==> src/rtl/pixel_align_mux.sv <==
// Video-path alignment and source select. Delays the raster timing bundle by MAX_DELAY+1,
// re-times each pixel source onto it, and switches sources/delays only on frame boundaries.
module pixel_align_mux #(
   parameter int NUM_SRC   = 2,
   parameter int DATA_W    = 24,
   parameter int SYNC_W    = 3,
   parameter int AD_BIT    = 2,
   parameter int MAX_DELAY = 64,
   parameter int DELAY_W   = $clog2(MAX_DELAY + 1),
   parameter int SEL_W     = $clog2(NUM_SRC)
) (
   input  logic                       clk_in,
   input  logic                       rst_in_n,
   input  logic [SYNC_W-1:0]          sync_in,
   input  logic                       frame_start_in,
   input  logic [NUM_SRC*DATA_W-1:0]  src_data_in,
   input  logic [NUM_SRC*DELAY_W-1:0] src_delay_in,
   input  logic [SEL_W-1:0]           sel_in,
   output logic [DATA_W-1:0]          data_out,
   output logic [SYNC_W-1:0]          sync_out,
   output logic                       frame_out,
   output logic [SEL_W-1:0]           sel_active_out,
   output logic [NUM_SRC-1:0]         err_out
);

   localparam int                 L         = MAX_DELAY + 1;
   localparam int                 CNT_W     = $clog2(L);
   localparam logic [DELAY_W-1:0] MAX_D     = DELAY_W'(MAX_DELAY);
   localparam logic [SEL_W:0]     NUM_SRC_X = (SEL_W + 1)'(NUM_SRC);
   localparam logic [CNT_W-1:0]   FILL_LAST = CNT_W'(L - 1);

   // Delay-line storage carries no reset; the fill counter masks its contents instead.
   logic [SYNC_W:0]      t_line [MAX_DELAY];
   logic [DATA_W-1:0]    s_line [NUM_SRC][1:MAX_DELAY];

   logic [CNT_W-1:0]     fill_cnt;
   logic [DELAY_W-1:0]   d_q    [NUM_SRC];
   logic [DELAY_W-1:0]   d_next [NUM_SRC];
   logic [SEL_W-1:0]     sel_next;
   logic [NUM_SRC-1:0]   err_next;
   logic [SYNC_W:0]      t_tail;
   logic                 filled;
   logic                 boundary;
   logic [DELAY_W-1:0]   tap;
   logic [DATA_W-1:0]    pix;

   always_ff @(posedge clk_in) begin
      t_line[0] <= {frame_start_in, sync_in};
      for (int i = 1; i < MAX_DELAY; i++) t_line[i] <= t_line[i-1];
      for (int k = 0; k < NUM_SRC; k++) begin
         s_line[k][1] <= src_data_in[k*DATA_W +: DATA_W];
         for (int i = 2; i <= MAX_DELAY; i++) s_line[k][i] <= s_line[k][i-1];
      end
   end

   assign t_tail   = t_line[MAX_DELAY-1];
   assign filled   = (fill_cnt == FILL_LAST);
   assign boundary = filled & t_tail[SYNC_W];

   // Shadow update: the boundary edge itself already uses the new delays and selection.
   always_comb begin
      d_next   = d_q;
      err_next = err_out;
      sel_next = sel_active_out;
      if (boundary) begin
         for (int k = 0; k < NUM_SRC; k++) begin
            if (src_delay_in[k*DELAY_W +: DELAY_W] > MAX_D) begin
               d_next[k]   = MAX_D;
               err_next[k] = 1'b1;
            end else begin
               d_next[k]   = src_delay_in[k*DELAY_W +: DELAY_W];
            end
         end
         if ({1'b0, sel_in} < NUM_SRC_X) sel_next = sel_in;
      end
   end

   // Only the selected source's line is tapped; tap 0 is the live input.
   always_comb begin
      tap = MAX_D - d_next[sel_next];
      pix = src_data_in[sel_next*DATA_W +: DATA_W];
      for (int i = 1; i <= MAX_DELAY; i++) begin
         if (tap == DELAY_W'(i)) pix = s_line[sel_next][i];
      end
   end

   always_ff @(posedge clk_in or negedge rst_in_n) begin
      if (!rst_in_n) begin
         fill_cnt       <= '0;
         sync_out       <= '0;
         frame_out      <= 1'b0;
         data_out       <= '0;
         sel_active_out <= '0;
         err_out        <= '0;
         for (int k = 0; k < NUM_SRC; k++) d_q[k] <= MAX_D;
      end else begin
         if (!filled) fill_cnt <= fill_cnt + 1'b1;
         sync_out       <= filled ? t_tail[SYNC_W-1:0] : '0;
         frame_out      <= boundary;
         data_out       <= (filled && t_tail[AD_BIT]) ? pix : '0;
         sel_active_out <= sel_next;
         err_out        <= err_next;
         d_q            <= d_next;
      end
   end

endmodule
==> config.mk <==
export PLATFORM = sky130hd
export DESIGN_NAME = pixel_align_mux
export DESIGN_NICKNAME = d
export VERILOG_FILES = /design/src/rtl/pixel_align_mux.sv
export SDC_FILE = /design/constraint.sdc
export NUM_CORES = 2
export LEC_CHECK = 0
export BUFFER_PORTS_ARGS = -buffer_cell sky130_fd_sc_hd__buf_2
export CAP_MARGIN = 30
export CORE_UTILIZATION = 50
export DETAILED_ROUTE_END_ITERATION = 10
export PLACE_DENSITY = 0.74
export SLEW_MARGIN = 20
export SYNTH_ARGS = -nofsm -noshare
export SYNTH_HDL_FRONTEND = slang
export SYNTH_SLANG_ARGS = --single-unit
==> constraint.sdc <==
create_clock -name clk_in -period 5 [get_ports clk_in]
set_clock_uncertainty 0.05 [all_clocks]
set_input_delay 0.25 -clock clk_in [delete_from_list [all_inputs] [get_ports clk_in]]
set_output_delay 0.25 -clock clk_in [all_outputs]
set_load 0.02 [all_outputs]
==> key figures <==
Logic synthesis
  – Syn_nets: 9628
  – Asr flop ratio synth: 0.0154
  – Ys flop type: dfxtp_1
  – Mapped cell area: around 100000 um2
  – Commonest cells post-synth: dfxtp_1, nand2_1, mux2i_1
  – Area contributors post-synth: dfxtp_1, nand2_1, mux2i_1
  – #FFs+latches synth: between 3000 and 4000
  – Share of the synthesized area in the top cell type: 0.649
  – EDFF count, synth: 0
  – Mapped Cells: around 9600
  – Syn avg cell area: 10.7 um2
  – Seq/Total Area, Yosys: 0.661
  – Most common cell in the netlist: dfxtp_1
  – Area leader, netlist: dfxtp_1
  – Yosys warnings: 0
  – Synth unique cells: 100

Critical path
  – Crit. End Element: flop
  – R2r setup slk: 0.05 ns
  – Arrival time worst endpoint: 5.69 ns
  – Crit Path Class: reg2reg
  – Slowest cell on the critical path: nor4_1
  – WP data required: roughly 5.7 ns
  – CP cell instances: inv_1 > ha_1 > and3b_1 > nand2_4 > inv_2 > buf_12 > mux2_2 > buf_4 > mux2i_4 > buf_12 > o211ai_1 > o221a_2 > nor4_1 > o31ai_1 > a21oi_1 > o211ai_1 > buf_4 > a41oi_1 > o21ai_1
  – CP max FO: 28
  – CP Launch Type: flop
  – Max incr delay on CP: between 0.5 and 0.6 ns

Placement
  – Final GP Congestion: 0.947
  – # port buffers: between 90 and 100
  – Placed Cells incl. Taps: 12300
  – Hpwl dp: 200000 um
  – Worst slack at placement: -0.510 ns

Power
  – Combinational power share: 0.012
  – Sw frac: 0.202
  – PwrDens: around 440 nW/um2
  – Static leakage: a little under 50 nW
  – NetSw: around 11 mW
  – Maximum VDD drop: between 0.3 and 0.4 mV
  – Clock power frac: 0.461
  – Pint: roughly 43 mW
  – Sequential Power Share: 0.527
  – Pwr Total: about 54 mW

STA
  – Worst slew pin tran: around 1.0 ns
  – Min cycle time layout: 4.95 ns
  – Highest Clock Rate: 0.202 GHz
  – Final worst slack: 0.0503 ns
  – Setup violators final: 0
  – Period Utilization, post-route: 0.990
  – Setup TNS: 0 ns
  – Rel. slew slack: 0.284
  – Final Max Slew Viols: 0
  – RSZ-0062 raised after global routing: yes
  – Final hold violation count: 0

Floorplan
  – Die area: between 200000 and 250000 um2
  – Core Footprint: about 200000 um2
  – Initial Util: 0.506
  – DIE HEIGHT: ~460 um
  – Die X: 455 um
  – Row cnt: around 170
  – Boundary pin count: 100

Cells and area
  – Nets@finish: slightly above 10000
  – Share of cells above drive strength 1: 0.137
  – P&R area growth vs syn: 19.2%
  – Finished Layout Cells: 13000
  – Filler Cells Inserted: 16000
  – Util after Layout: 0.603

Route
  – Routed WL: roughly 280000 um
  – DR WL/cell: 21.8 um
  – Post-DR vias/cell: 5.69
  – Final ANT Viol Nets: 0
  – DRC: 0
  – DR iter-0 viols: 6999
  – TritonRoute pass-1 iters: 8
  – Vias: around 74000

Clocking
  – CTS HTree Levels: 5
  – Clock Pin Slew Worst Setup and Hold Paths: about 0.060 ns
  – Clk_lat worst skew: about 0.95 ns
  – Clock sinks: between 3000 and 4000
  – Clock buffer count from CTS: between 300 and 400
  – TritonCTS clock tree: built
  – CTS root buffer: clkbuf_16
  – CTS Buffer Depth: 4

Outcome
  – Run status: finished, final reports clean

Global route
  – Gr ovfl total: 0
  – First-pass GRT wire length: between 400000 and 500000 um
  – Vias in the first global route: 72100
  – Initial antenna violation count: 11
  – Gr usage total: 0.266
  – Largest net degree at the start of global routing: 86

Hold path
  – Hold crit path type: in2reg

Flow run
  – MaxCap Viol Count: 0
-- area by class of cell --
cell class	instances	area [um2]	area share
antenna	1	2.50	0.0000204
inverter	9	46.3	0.000378
clock inverter	108	1320	0.0108
sequential	3380	67900	0.555
timing repair inverter	1	8.76	0.0000715
clock buffer	475	9730	0.0794
timing repair buffer	820	7180	0.0587
tap	2672	3340	0.0273
multi-input combinational	5581	32900	0.269
-- logic make-up after synthesis --
group / after synthesis / share of synthesized area
mux: 670 / 0.0658
fa+ha+maj: 2 / 0.000244
buf+inv: 596 / 0.0259
flops: 3380 / 0.661
xor+xnor: 10 / 0.00107
compound gates: 1991 / 0.125
simple gates: 2908 / 0.120
-- state kept, by name, indices dropped and copies added, names as in the netlist --
| signal | cells |
|---|---|
| data_out | 24 |
| fill_cnt | 7 |
| d_q | 14 |
| err_out | 2 |
| sel_active_out | 1 |
| sync_out | 3 |
| frame_out | 1 |
| s_line | 3072 |
| t_line | 256 |
-- critical path, delay by kind of cell (launching register included) --
kind,cells,cell delay [ns]
AO/OA/AOI/OAI,7,1.58
buffers and inverters,6,1.03
AND/OR/NAND/NOR,3,0.91
multiplexers,2,0.61
flip-flops,1,0.42
adder cells (fa/ha/maj),1,0.18
-- power by group through the flow --
stage,clock [mW],combinational (mW),sequential (mW)
6_report,25.0,0.647,28.6
5_1_grt,26.4,0.709,28.7
4_1_cts,25.3,0.634,28.6
3_5_place_dp,0,0.544,29.1
3_3_place_gp,0,0.531,29.1
2_1_floorplan,0,0.339,29.0
-- placed cells by master (no fill, tap or decap), types with 52 or more instances in the layout --
| master | n |
|---|---|
| clkinv_2 | 56 |
| a31oi_1 | 265 |
| buf_12 | 68 |
| dfxtp_1 | 3328 |
| clkbuf_8 | 71 |
| o2111ai_1 | 59 |
| nor4_1 | 52 |
| buf_2 | 100 |
| o21ai_0 | 462 |
| nor2_1 | 281 |
| a21oi_1 | 443 |
| nor3_1 | 79 |
| mux2i_1 | 630 |
| o22ai_1 | 109 |
| o211ai_1 | 83 |
| nand3_1 | 309 |
| nand2_1 | 1902 |
| dlygate4sd3_1 | 128 |
| buf_4 | 513 |
| and3_1 | 81 |
| clkbuf_1 | 64 |
| clkbuf_16 | 340 |
-- stage by stage --
step                      instance area, um2  hold WS, ns
after floorplan                       103000      -0.0956
after global placement                109000        0.196
after detailed placement              109000        0.205
after CTS                             122000       0.0723
after global routing                  122000       0.0907
final                                 122000       0.0993
-- path summary, 6_finish.rpt --
kind                            startpoint              end  cells past startpoint
hold / removal             src_data_in[45]  s_line[1][1533]                      2
min in group asynchronous         rst_in_n          d_q[13]                      3
hold reg to reg             t_line[1][100]   t_line[1][104]                      0
max in group asynchronous         rst_in_n     data_out[11]                      4
setup / recovery               fill_cnt[1]      data_out[9]                     19
setup reg to reg               fill_cnt[1]      data_out[9]                     19
-- metal layers --
layer / share of wire / track usage
met3: 0.075 / 0.0542
met5: 0.00011 / 0
met4: 0.043 / 0.119
met2: 0.46 / 0.435
met1: 0.42 / 0.339
-- timing repair --
item,in CTS,in global routing
setup endpoints to repair,11,24
gates cloned,0,1
pin swaps,0,8
hold buffers,129,0
hold endpoints to repair,120,0
setup buffers,0,14
gates resized for setup,30,89
Power figures use the tool's default switching activity.
